==> src/rtl/dmem_arb_pkg.sv <==
// Shared types for the data-memory arbiter: FSM states, port indices and access-size encoding.
package dmem_arb_pkg;

    typedef enum logic [1:0] {
        ST_IDLE   = 2'd0,
        ST_ACCESS = 2'd1,
        ST_RESP   = 2'd2
    } state_t;

    localparam logic PORT0 = 1'b0;
    localparam logic PORT1 = 1'b1;

    typedef enum logic [1:0] {
        SIZE_WORD = 2'd0,
        SIZE_HALF = 2'd1,
        SIZE_BYTE = 2'd2
    } size_t;

    // Byte wins when a requester raises both size strobes.
    function automatic size_t decode_size(input logic is_half, input logic is_byte);
        if (is_byte)
            return SIZE_BYTE;
        else if (is_half)
            return SIZE_HALF;
        else
            return SIZE_WORD;
    endfunction

    function automatic logic is_misaligned(input size_t size, input logic [1:0] addr_lo);
        case (size)
            SIZE_WORD: return addr_lo != 2'b00;
            SIZE_HALF: return addr_lo[0];
            default:   return 1'b0;
        endcase
    endfunction

endpackage

==> src/rtl/dmem_arb_starve.sv <==
// Saturating counter of cycles port 1 has waited while port 0 was granted.
module dmem_arb_starve #(
    parameter int LIMIT = 4
) (
    input  logic clk,
    input  logic rst,
    input  logic inc,
    input  logic clr,
    output logic at_limit
);

    localparam int              W       = (LIMIT < 1) ? 1 : $clog2(LIMIT + 1);
    localparam logic [W-1:0]    LIMIT_V = W'(LIMIT);

    logic [W-1:0] r_count;

    // NOTE: sequential state is updated with non-blocking assignments only, so every
    // flop samples the pre-edge values regardless of block ordering.
    always_ff @(posedge clk or posedge rst) begin
        if (rst)
            r_count <= '0;
        else if (clr)
            r_count <= '0;
        else if (inc && !at_limit)
            r_count <= r_count + W'(1);
    end

    assign at_limit = (r_count == LIMIT_V);

endmodule

==> src/rtl/dmem_arbiter.sv <==
// Two-port data-memory arbiter (MEM stage vs loader/debug) with IDLE/ACCESS/RESP sequencing.
// Define DMEM_ARB_ALIGN_CHECK_EN to suppress and flag misaligned half/word accesses.
module dmem_arbiter
    import dmem_arb_pkg::*;
#(
    parameter int STARVE_LIMIT = 4
) (
    input  logic        clk,
    input  logic        rst,

    input  logic        req0_valid,
    output logic        req0_ready,
    input  logic [31:0] req0_addr,
    input  logic        req0_we,
    input  logic        req0_half,
    input  logic        req0_byte,
    input  logic [31:0] req0_wdata,
    output logic        rsp0_valid,
    output logic [31:0] rsp0_rdata,
    output logic        rsp0_err,

    input  logic        req1_valid,
    output logic        req1_ready,
    input  logic [31:0] req1_addr,
    input  logic        req1_we,
    input  logic        req1_half,
    input  logic        req1_byte,
    input  logic [31:0] req1_wdata,
    output logic        rsp1_valid,
    output logic [31:0] rsp1_rdata,
    output logic        rsp1_err,

    output logic [31:0] mem_addr,
    output logic        mem_MemWrite,
    output logic        mem_MemRead,
    output logic        mem_HalfOperation,
    output logic        mem_ByteOperation,
    output logic [31:0] mem_data_write,
    input  logic [31:0] mem_data_read
);

    state_t      r_state, w_state_next;
    logic        r_cmd_port, r_cmd_we, r_cmd_bad;
    size_t       r_cmd_size;
    logic [31:0] r_cmd_addr, r_cmd_wdata;
    logic [31:0] r_rsp0_rdata, r_rsp1_rdata;

    logic        w_at_limit, w_grant1, w_ready0, w_ready1, w_accept;
    logic        w_sel_we, w_sel_bad, w_in_access, w_in_resp;
    size_t       w_sel_size;
    logic [31:0] w_sel_addr, w_sel_wdata, w_capture;

    assign w_grant1    = req1_valid && (w_at_limit || !req0_valid);
    assign w_in_access = (r_state == ST_ACCESS);
    assign w_in_resp   = (r_state == ST_RESP);

    // NOTE: every always_comb output gets a default before any branch so no latch is inferred.
    always_comb begin
        w_state_next = r_state;
        w_ready0     = 1'b0;
        w_ready1     = 1'b0;
        if (!rst && (r_state == ST_IDLE || r_state == ST_RESP)) begin
            w_ready0 = req0_valid && !w_grant1;
            w_ready1 = w_grant1;
        end
        w_accept = w_ready0 || w_ready1;
        case (r_state)
            ST_IDLE, ST_RESP: w_state_next = w_accept ? ST_ACCESS : ST_IDLE;
            ST_ACCESS:        w_state_next = ST_RESP;
            default:          w_state_next = ST_IDLE;
        endcase
    end

    assign w_sel_addr  = w_grant1 ? req1_addr  : req0_addr;
    assign w_sel_wdata = w_grant1 ? req1_wdata : req0_wdata;
    assign w_sel_we    = w_grant1 ? req1_we    : req0_we;
    assign w_sel_size  = w_grant1 ? decode_size(req1_half, req1_byte)
                                  : decode_size(req0_half, req0_byte);
`ifdef DMEM_ARB_ALIGN_CHECK_EN
    assign w_sel_bad   = is_misaligned(w_sel_size, w_sel_addr[1:0]);
`else
    assign w_sel_bad   = 1'b0;
`endif

    // Writes and suppressed accesses report zero read data.
    assign w_capture = (r_cmd_we || r_cmd_bad) ? 32'h0 : mem_data_read;

    always_ff @(posedge clk or posedge rst) begin
        if (rst) begin
            r_state      <= ST_IDLE;
            r_cmd_port   <= PORT0;
            r_cmd_we     <= 1'b0;
            r_cmd_bad    <= 1'b0;
            r_cmd_size   <= SIZE_WORD;
            r_cmd_addr   <= '0;
            r_cmd_wdata  <= '0;
            r_rsp0_rdata <= '0;
            r_rsp1_rdata <= '0;
        end else begin
            r_state <= w_state_next;
            if (w_accept) begin
                r_cmd_port  <= w_grant1 ? PORT1 : PORT0;
                r_cmd_we    <= w_sel_we;
                r_cmd_bad   <= w_sel_bad;
                r_cmd_size  <= w_sel_size;
                r_cmd_addr  <= w_sel_addr;
                r_cmd_wdata <= w_sel_wdata;
            end
            if (w_in_access) begin
                if (r_cmd_port == PORT1)
                    r_rsp1_rdata <= w_capture;
                else
                    r_rsp0_rdata <= w_capture;
            end
        end
    end

    dmem_arb_starve #(
        .LIMIT    (STARVE_LIMIT)
    ) u_starve (
        .clk      (clk),
        .rst      (rst),
        .inc      (w_ready0 && req1_valid),
        .clr      (w_ready1 || !req1_valid),
        .at_limit (w_at_limit)
    );

    assign req0_ready        = w_ready0;
    assign req1_ready        = w_ready1;

    assign mem_addr          = r_cmd_addr;
    assign mem_data_write    = r_cmd_wdata;
    assign mem_HalfOperation = (r_cmd_size == SIZE_HALF);
    assign mem_ByteOperation = (r_cmd_size == SIZE_BYTE);
    assign mem_MemRead       = w_in_access && !r_cmd_we && !r_cmd_bad;
    assign mem_MemWrite      = w_in_access &&  r_cmd_we && !r_cmd_bad;

    assign rsp0_valid        = w_in_resp && (r_cmd_port == PORT0);
    assign rsp1_valid        = w_in_resp && (r_cmd_port == PORT1);
    assign rsp0_rdata        = r_rsp0_rdata;
    assign rsp1_rdata        = r_rsp1_rdata;
`ifdef DMEM_ARB_ALIGN_CHECK_EN
    assign rsp0_err          = rsp0_valid && r_cmd_bad;
    assign rsp1_err          = rsp1_valid && r_cmd_bad;
`else
    assign rsp0_err          = 1'b0;
    assign rsp1_err          = 1'b0;
`endif

endmodule

==> config.mk <==
export PLATFORM = sky130hd
export DESIGN_NAME = dmem_arbiter
export DESIGN_NICKNAME = d
export VERILOG_FILES = /design/src/rtl/dmem_arb_pkg.sv /design/src/rtl/dmem_arb_starve.sv /design/src/rtl/dmem_arbiter.sv
export SDC_FILE = /design/constraint.sdc
export NUM_CORES = 1
export LEC_CHECK = 0
export BUFFER_PORTS_ARGS = -buffer_cell sky130_fd_sc_hd__buf_2
export CORE_AREA = 2 2 121 123
export DETAILED_ROUTE_END_ITERATION = 10
export DIE_AREA = 0 0 123 125
export PLACE_DENSITY = 0.79
export SLEW_MARGIN = 10
export SYNTH_ARGS = -nofsm -noshare
export SYNTH_HDL_FRONTEND = slang
export SYNTH_SLANG_ARGS = --single-unit
==> constraint.sdc <==
create_clock -name clk -period 8.45 [get_ports clk]
set_clock_uncertainty 0.1 [all_clocks]
set_input_delay 0.845 -clock clk [delete_from_list [all_inputs] [get_ports clk]]
set_output_delay 0.845 -clock clk [all_outputs]
set_load 0.1 [all_outputs]
# [Word level (Yosys, flattened, before mapping)]
# Index checks and enable logic that the tools add are counted.
# Widths: inputs -> output; s select.
[classes] addsub=1 eq_ne=5 n_mux=16 n_bitwise=1 n_reduce_logical=24
[op_table] cell="$mux 32" n=3
[op_table] cell="$logic_and 1x1->1" n=9
[op_table] cell="$mux 1" n=7
[op_table] cell="$logic_not 1->1" n=6
[op_table] cell="$mux 2" n=3
[op_table] cell="$mux 3" n=2
[op_table] cell="$eq 2x1->1 const B" n=2
[op_table] cell="$eq 2x2->1 const B" n=2
[op_table] cell="$logic_or 1x1->1" n=4
[op_table] cell="$pmux 2 s2" n=1
[op_table] cell="$reduce_and 2->1" n=2
[op_table] cell="$add 3x1->3 const B" n=1
[op_table] cell="$eq 3x3->1 const B" n=1
[op_table] cell="$logic_not 2->1" n=1
[op_table] cell="$reduce_bool 2->1" n=1
[op_table] cell="$reduce_or 2->1" n=1
[op_table] cell="$not 1->1" n=1
[totals] regBits=137 word_cells=56

# [Depth between registers and ports, before layout]
# Gate-level depths: netlist of run 1.
[logic_depth] word_depth=10 mapped_depth=7 ltp_nobuf=5

# [Hierarchy]
# A second synthesis of run 1 with hierarchy kept.
[hier_totals] hier_cells=677 hier_area_um2=6501.2
[modules_own_cells] mod="dmem_arbiter" n_inst=1 cells_per_inst=658 area_each_um2=6299.8 seq_area_each_um2=3353.2
[modules_own_cells] mod="dmem_arb_starve" n_inst=1 cells_per_inst=19 area_each_um2=201.4 seq_area_each_um2=75.1

# [Worst setup path before layout of run 1]
# OpenSTA, ideal clock, no wires.
[synth_path] path_kind="in2out" startpoint="input rst" endpoint="output req1_ready" t_arrival_ns=3.266 required_ns=7.505 setup_slack_ns=4.239 cell_stages=3 n_path_buf=1 path_cell_list="or2_1 -> buf_2 -> nor3_1"
[synth_between] elab_chain_cells=3
[synth_lines] element="start: declaration" line_no="dmem_arbiter.sv:9" rtl="input logic rst,"
[synth_lines] element="$logic_not 1->1 (no source line)"
[synth_lines] element="$logic_and 1x1->1" line_no="dmem_arbiter.sv:62" rtl="if (!rst && (r_state == ST_IDLE || r_state == ST_RESP)) begin"
[synth_lines] element="$mux 1" line_no="dmem_arbiter.sv:62"
[synth_lines] element="end: declaration" line_no="dmem_arbiter.sv:23" rtl="output logic req1_ready,"
# No other way between the ends.

# [Final worst setup path of run 1]
[layout_path] startpoint="input req1_valid" endpoint="output req1_ready"
[layout_between] elab_chain_cells=2
[layout_lines] element="start: declaration" line_no="dmem_arbiter.sv:22" rtl="input logic req1_valid,"
[layout_lines] element="$logic_and 1x1->1" line_no="dmem_arbiter.sv:53" rtl="assign w_grant1 = req1_valid && (w_at_limit || !req0_valid);"
[layout_lines] element="$mux 1" line_no="dmem_arbiter.sv:62"
# No other way between the ends.

==> results of run 1 <==
[final cells by class]
type | instances | area (um^2)
fill | 1266 | 5710
sequential | 137 | 3430
multi-input combinational | 464 | 2610
timing repair buffer | 315 | 1600
clock buffer | 17 | 425
tap | 184 | 230
clock inverter | 15 | 176
inverter | 4 | 20.0
antenna | 3 | 7.51
[metrics by stage]
step | setup WS, ns | cell area [um^2] | hold WS (ns) | instances
after floorplan | 3.84 | 6460 | 0.355 | 683
after global placement | 4.90 | 7890 | 0.356 | 1104
after detailed placement | 4.86 | 7890 | 0.365 | 1104
after CTS | 4.85 | 8490 | 0.379 | 1136
after global routing | 4.74 | 8490 | 0.401 | 1138
final | 4.85 | 8500 | 0.370 | 1139
[worst register-to-register path: stages (launching register included)]
cell and delay, ns:
dfrtp_1 0.48, nor2_4 0.34, buf_4 0.94, nand3_1 0.27, o211ai_1 0.21
[power by group through the flow]
| stage | sequential (mW) | combinational (mW) | clock [mW] |
|---|---|---|---|
| final | 0.918 | 1.77 | 0.755 |
| after global routing | 0.941 | 1.84 | 0.800 |
| after CTS | 0.918 | 1.77 | 0.768 |
| after detailed placement | 0.926 | 1.77 | 0 |
| after global placement | 0.922 | 1.76 | 0 |
| after floorplan | 2.13 | 0.267 | 0 |
[layer usage]
layer | share of wire | wire (um) | vias up
met5 | 0 | 0 | -
met4 | 0.018 | 363 | 0
met3 | 0.091 | 1790 | 28
met2 | 0.49 | 9620 | 293
met1 | 0.40 | 7900 | 3002
li1 | - | - | 3007
[placed cells by master (no fill, tap or decap), types with 2 or more instances in the layout]
master	instances
a21oi_1	4
buf_2	305
buf_4	10
bufinv_16	3
clkbuf_16	17
clkinv_2	4
clkinv_4	3
clkinvlp_4	3
conb_1	2
dfrtp_1	137
diode_2	3
ha_1	2
inv_1	3
inv_6	3
nand2_1	67
nand2b_1	32
nand3_1	66
nand4_1	66
nand4b_1	2
nor2_1	2
nor2_4	3
nor2b_1	5
nor3b_1	2
o211ai_1	68
o21ai_0	95
o21ai_1	37
or2_2	2
[cell families after synthesis]
family | synth area share
and+or+nand+nor | 0.206
AOI/OAI and AO/OA | 0.190
buffers and inverters | 0.0684
adders and majority gates | 0.00388
DFF | 0.531
other | 0.000581
[sequential cells by signal (all words and copies together) (netlist names)]
name	count
r_cmd_port	1
r_cmd_we	1
r_state	2
r_cmd_size	2
rsp0_rdata	32
mem_addr	32
rsp1_rdata	32
mem_data_write	32
u_starve.r_count	3
[final timing paths]
| check | to | cells past startpoint |
|---|---|---|
| setup / recovery | req1_ready | 5 |
| hold reg to reg | rsp0_rdata[31] | 2 |
| setup reg to reg | mem_addr[28] | 4 |
| min in group asynchronous | rsp1_rdata[3] | 2 |
| max in group asynchronous | mem_data_write[5] | 3 |
| hold / removal | rsp0_rdata[31] | 2 |
==> flow_summary.yaml, run 1 <==
clock_tree:
  htreeDepth: 4
  clk_pin_slew_ns: 0.06
  cts_setup_buffers: 0
  cts_buffers: 17
  cts_tree: "done"
  clock-sinks: 137
  cts_resized: 0
  clockBufferDepth: 2
  cts_hold_buf: 0
  insertion_delay_ns: 0.41
  cts_root_buffer: "clkbuf_16"
grt:
  grt-ovfl-total: 0
  grt_pass1_vias: 6013
  met1_usage: 0.329
  grt_use_met3: 0.0839
  grt_pass1_wl_mm: 31.1
  met2_usage: 0.404
  grt_max_degree: 124
  grt_busiest_layer: "met2"
  track_usage: 0.256
  antenna_found_initial: 3
pwr:
  p_comb_frac: 0.514
  pwr-share-clk: 0.220
  switchingPower_mw: 1.91
  power.total_mw: 3.44
  power_leakage_nw: 4.04
  pwr-share-seq: 0.267
  power_density_nw_per_um2: 405
  swShare: 0.555
  peakVddDrop_uv: 180
  p_int_mw: 1.53
sta:
  fmax_mhz: 278
  slew-limit-headroom: 0.209
  hold_viol: 0
  finalCritPeriodShare: 0.426
  min_period_ns: 3.60
  worstMarginPinSlew_ns: 1.19
  setup-tns-final_ns: 0
  finalMaxSlewViolations: 0
  rsz0062_at_grt: "false"
  setup_viol: 0
placement:
  dp_hpwl_mm: 13.0
  finalWeightedCongestion: 0.840
  portBuffers: 305
floorplan:
  rows: 44
  dieArea_um2: 15400
  die_h_um: 125
  coreArea_um2: 14200
  num_io_pins: 308
  start_util: 0.454
  die_x_um: 123
critical_path:
  slowest_delay_ns: 0.58
  crit_slowest_cell: "buf_4"
  start_kind: "primary input"
  crit_type: "primary input to output pin"
  r2r_slack_ns: 6.03
  worst_setup_path_end_kind: "output pin"
  arrival_ns: 2.66
  reg2reg_from: "r_state[0]"
  critical-path-top-delay-family: "buffers and inverters"
  crit_required_ns: 7.51
  path_max_fanout: 70
  critPathBufInv: 4
  crit_start: "req1_valid"
  crit_top_cell: "buf_2"
  cp_cell_sequence: "buf_2, buf_4, inv_1, nor3_1, buf_2"
hold_path:
  worstHoldStart: "rsp0_rdata[31]"
  hold_class: "flop to flop"
synth:
  synth_edf_count: 0
  async_reset_ff_frac: 1.00
  ys_top_cells_by_count: "dfrtp_1 (137), o21ai_0 (95), o211ai_1 (68)"
  avgSynthCellArea_um2: 9.46
  synthDistinctLibCells: 32
  syn_inst: 682
  syn-cell-area_um2: 6450
  yosys_warnings: 0
  synth_top_area_frac: 0.531
  synth_area_leaders: "dfrtp_1 (53%), o211ai_1 (7.9%), o21ai_0 (7.4%), nand4_1 (6.4%), nand3_1 (5.1%)"
  ys_seq_area_frac: 0.531
  synth-seq-cells: 137
  yosysTopAreaCell: "dfrtp_1"
  synth.most_common_cell: "dfrtp_1"
  synth_ff_type: "dfrtp_1"
route:
  vias_per_cell: 5.56
  drt_first_pass_iters: 5
  ant_nets: 0
  drcViolationCount: 0
  vias: 6330
  drt_iter0_drc: 412
  wl_per_cell_um: 17.3
  routed_wl_mm: 19.7
finish:
  final_net_count: 1111
  syn2layout_area_growth_pct: 31.7
  drive_gt1_frac: 0.374
  utilization: 0.598
status:
  status: "finished clean"
job:
  drv_cap: 0
Note: power is estimated with default switching activity, not from simulation.
==> inputs of run 2 (changes only) <==
--- a/config.mk
+++ b/config.mk
@@ -6,10 +6,9 @@
 export NUM_CORES = 1
 export LEC_CHECK = 0
 export BUFFER_PORTS_ARGS = -buffer_cell sky130_fd_sc_hd__buf_2
-export CORE_AREA = 2 2 121 123
+export CORE_UTILIZATION = 42
 export DETAILED_ROUTE_END_ITERATION = 10
-export DIE_AREA = 0 0 123 125
-export PLACE_DENSITY = 0.79
+export PLACE_DENSITY = 0.76
 export SLEW_MARGIN = 10
 export SYNTH_ARGS = -nofsm -noshare
 export SYNTH_HDL_FRONTEND = slang
==> constraint.sdc (replaced) <==
create_clock -name clk -period 2.89 [get_ports clk]
set_clock_uncertainty 0.1 [all_clocks]
set_input_delay 0.289 -clock clk [delete_from_list [all_inputs] [get_ports clk]]
set_output_delay 0.289 -clock clk [all_outputs]
set_load 0.1 [all_outputs]
==> flow_summary.yaml, run 2 (synthesized netlist as in run 1, its figures left out) <==
status:
  status: "finished clean"
grt:
  grt_pass1_wl_mm: 31.1
  grt_pass1_vias: 6069
  grt_max_degree: 137
  grt_busiest_layer: "met2"
  antenna_found_initial: 3
  track_usage: 0.248
  grt_use_met3: 0.0633
  met2_usage: 0.400
  met1_usage: 0.318
  grt-ovfl-total: 0
placement:
  finalWeightedCongestion: 0.819
  portBuffers: 305
  dp.cells: 1106
  dp_hpwl_mm: 13.0
clock_tree:
  cts_setup_buffers: 0
  insertion_delay_ns: 0.41
  cts_root_buffer: "clkbuf_16"
  cts_hold_buf: 1
  clock-sinks: 137
  clockBufferDepth: 2
  cts_tree: "done"
  cts_buffers: 17
  cts_resized: 0
  htreeDepth: 4
  clk_pin_slew_ns: 0.06
pwr:
  power_leakage_nw: 4.08
  peakVddDrop_uv: 674
  power_density_nw_per_um2: 1180
sta:
  setup_viol: 0
  min_period_ns: 2.48
  slew-limit-headroom: 0.487
  hold_viol: 0
  finalMaxSlewViolations: 0
  worstMarginPinSlew_ns: 0.769
  rsz0062_at_grt: "false"
  fmax_mhz: 403
  setup-tns-final_ns: 0
  finalCritPeriodShare: 0.859
critical_path:
  arrival_ns: 2.09
  worst_setup_path_end_kind: "output pin"
  critPathBufInv: 3
  slowest_delay_ns: 0.55
  critical-path-top-delay-family: "buffers and inverters"
  crit_required_ns: 2.50
  cp_cell_sequence: "dlygate4sd3_1, buf_2, or2_2, nor3_2, buf_12"
  crit_type: "primary input to output pin"
  start_kind: "primary input"
  crit_slowest_cell: "dlygate4sd3_1"
  path_max_fanout: 36
finish:
  most-common-layout-cells: "buf_2 (304), dfrtp_1 (137), o21ai_0 (95)"
  drive_gt1_frac: 0.375
  stdcell_count: 1141
  final_common_cell: "buf_2"
  syn2layout_area_growth_pct: 33.7
  final_net_count: 1114
floorplan:
  coreArea_um2: 14800
  dieArea_um2: 15900
  rows: 44
  start_util: 0.437
  die_x_um: 126
  die_h_um: 126
  num_io_pins: 308
route:
  drt_iter0_drc: 392
  drt_first_pass_iters: 5
  wl_per_cell_um: 17.0
  routed_wl_mm: 19.5
  drcViolationCount: 0
  vias_per_cell: 5.57
  ant_nets: 0
  vias: 6350
hold_path:
  hold_class: "primary input to flop"
job:
  drv_cap: 0
[run 2: area by class of cell]
| type | instances | area [um^2] |
|---|---|---|
| fillers | 1329 | 6120 |
| flip-flops and latches | 137 | 3430 |
| multi-input cells | 464 | 2620 |
| repair buffers | 318 | 1690 |
| clock buffers | 21 | 470 |
| well taps | 184 | 230 |
| clock inverters | 10 | 166 |
| inverters | 4 | 18.8 |
| diodes | 3 | 7.51 |
[run 2: final timing paths]
kind	endpoint	depth (start not counted)	startpoint	slack, ns
min in group asynchronous	r_state[1]	4	rst	0.51
worst max register to register	rsp0_rdata[22]	4	r_state[0]	0.86
worst min register to register	rsp1_rdata[26]	2	rsp1_rdata[26]	0.37
max in group asynchronous	mem_data_write[4]	4	rst	1.56
worst min-delay path	mem_addr[14]	3	req0_addr[14]	0.04
worst max-delay path	req1_ready	5	rst	0.41
[run 2: worst register-to-register path, cell delays in order, from the launching register on]
cell and delay, ns:
dfrtp_1 0.47, or3b_2 0.79, buf_4 0.36, nand2_1 0.11, o21ai_1 0.07
[run 2: metal layers]
metal / part of all wire / up-vias
met5: 0 / -
li1: - / 3008
met2: 0.49 / 315
met1: 0.41 / 2991
met3: 0.079 / 36
met4: 0.023 / 0
[run 2: per-stage QoR]
stage	setup WS, ns	hold slack (ns)	power (mW)	cell area [um^2]	util
2_1_floorplan	0.0943	0.347	7.02	6470	-
3_3_place_gp	0.932	0.357	7.85	7980	0.541
3_5_place_dp	0.861	0.365	7.90	7980	0.541
4_1_cts	0.380	0.0281	10.3	8620	0.584
5_1_grt	0.320	0.0318	10.6	8630	0.585
6_report	0.408	0.0404	10.2	8630	0.585
[run 2: where the power goes]
group | internal, mW | switching [mW] | total, mW
clock network | 1.51 | 0.822 | 2.34
logic | 0.715 | 4.47 | 5.18
registers | 2.41 | 0.262 | 2.68
==> inputs of run 3 (changes only) <==
--- a/config.mk
+++ b/config.mk
@@ -5,10 +5,11 @@
 export SDC_FILE = /design/constraint.sdc
 export NUM_CORES = 1
 export LEC_CHECK = 0
-export BUFFER_PORTS_ARGS = -buffer_cell sky130_fd_sc_hd__buf_2
+export BUFFER_PORTS_ARGS = -buffer_cell sky130_fd_sc_hd__buf_4
 export CORE_UTILIZATION = 42
 export DETAILED_ROUTE_END_ITERATION = 10
 export PLACE_DENSITY = 0.76
+export SKIP_LAST_GASP = 1
 export SLEW_MARGIN = 10
 export SYNTH_ARGS = -nofsm -noshare
 export SYNTH_HDL_FRONTEND = slang
==> flow_summary.yaml, run 3 (synthesized netlist as in run 1, its figures left out) <==
clock_tree:
  cts_root_buffer: "clkbuf_16"
  cts_buffers: 17
  cts_resized: 0
  clockBufferDepth: 2
  clk_pin_slew_ns: 0.06
  insertion_delay_ns: 0.41
  cts_setup_buffers: 0
  htreeDepth: 4
  cts_tree: "done"
  clock-sinks: 137
placement:
  placed_area_um2: 8750
  portBuffers: 305
  finalWeightedCongestion: 0.794
  dp_hpwl_mm: 14.1
critical_path:
  reg2reg_from: "u_starve.r_count[0]"
  crit_type: "primary input to output pin"
  path_max_fanout: 11
  crit_start: "rst"
  worst_setup_path_end_kind: "output pin"
  arrival_ns: 1.93
  start_kind: "primary input"
  crit_required_ns: 2.50
grt:
  met1_usage: 0.336
  grt-ovfl-total: 0
  grt_pass1_vias: 6208
  track_usage: 0.264
  met2_usage: 0.421
  antenna_found_initial: 0
  grt_max_degree: 137
  grt_use_met3: 0.0731
  grt_busiest_layer: "met2"
  grt_pass1_wl_mm: 32.9
pwr:
  pwr-share-clk: 0.211
  power_leakage_nw: 4.30
  pwr-share-seq: 0.258
  switchingPower_mw: 5.59
  p_int_mw: 4.88
  power_density_nw_per_um2: 1120
  power.total_mw: 10.5
  p_comb_frac: 0.531
  peakVddDrop_uv: 513
  swShare: 0.534
route:
  drt_first_pass_iters: 5
  drt_iter0_drc: 394
  routed_wl_mm: 20.5
  wl_per_cell_um: 18.0
  vias_per_cell: 5.58
  drcViolationCount: 0
  ant_nets: 0
  vias: 6370
floorplan:
  die_h_um: 126
  start_util: 0.437
  num_io_pins: 308
  rows: 44
  die_x_um: 126
  dieArea_um2: 15900
  coreArea_um2: 14800
sta:
  hold_viol: 0
  finalMaxSlewViolations: 0
  rsz0062_at_grt: "false"
  fmax_mhz: 432
  hold_ws_ns: 0.0519
  min_period_ns: 2.32
  slew-limit-headroom: 0.401
  setup_viol: 0
  finalCritPeriodShare: 0.802
  worstMarginPinSlew_ns: 0.898
  setup-tns-final_ns: 0
finish:
  final_area_um2: 9360
  n_antenna_cell: 0
  final_net_count: 1117
  final_common_cell: "buf_4"
  syn2layout_area_growth_pct: 45.1
  drive_gt1_frac: 0.379
  most-common-layout-cells: "buf_4 (316), dfrtp_1 (137), o21ai_0 (95)"
status:
  status: "finished clean"
hold_path:
  hold_class: "primary input to flop"
  worstHoldStart: "req0_wdata[24]"
job:
  drv_cap: 0
run 3: changes by cell type in the layout (fill, tap and decap cells not counted):
cell and change:
clkbuf_1 -1, clkinv_2 +5, diode_2 -3, buf_4 +308
clkinv_4 -1, or3b_4 +1, or3b_2 -1, buf_12 -1
bufinv_16 -1, buf_2 -304, clkinvlp_4 +1, inv_6 -1
clkbuf_8 -1
run 3: worst max-delay path, cell delays in order:
cell and delay (ns):
dlygate4sd3_1 0.55, buf_4 0.16, or2_2 0.39, nor3_2 0.19, buf_4 0.34
run 3: power groups by stage:
stage / Combinational [mW] / Clock [mW] / Sequential [mW]
floorplan: 0.783 / 0 / 6.23
global placement: 5.54 / 0 / 2.71
detailed placement: 5.57 / 0 / 2.73
CTS: 5.58 / 2.25 / 2.70
global route: 5.74 / 2.36 / 2.76
finish: 5.56 / 2.21 / 2.70
run 3: what timing repair did:
action,4_1_cts,5_1_grt
hold endpoints to repair,4,0
hold buffers,1,0
endpoints found under the setup margin,0,0
run 3: cell type report:
class | count | area [um^2]
clock inverter | 13 | 151
multi-input combinational | 464 | 2620
timing repair buffer | 321 | 2460
tap | 184 | 230
fill | 1311 | 5390
inverter | 4 | 18.8
sequential | 137 | 3430
clock buffer | 19 | 453
run 3: final timing paths:
check / end / slack (ns) / cells past startpoint
max: req1_ready / 0.57 / 5
min: mem_data_write[24] / 0.05 / 3
max reg2reg: mem_addr[27] / 0.79 / 6
min reg2reg: rsp1_rdata[11] / 0.38 / 2
max in group asynchronous: mem_data_write[1] / 1.75 / 4
min in group asynchronous: u_starve.r_count[2] / 0.30 / 3
run 3: through the flow:
stage	utilization	setup WS, ns	std cells
after floorplan	-	0.0943	683
after global placement	0.593	0.872	1109
after detailed placement	0.593	0.814	1109
after CTS	0.634	0.538	1142
after global routing	0.635	0.464	1142
final	0.635	0.573	1142
run 3: layer usage:
| metal | up-vias | part of all wire |
|---|---|---|
| li1 | 3010 | - |
| met1 | 3025 | 0.41 |
| met2 | 288 | 0.48 |
| met3 | 47 | 0.078 |
| met4 | 0 | 0.031 |
| met5 | - | 0 |
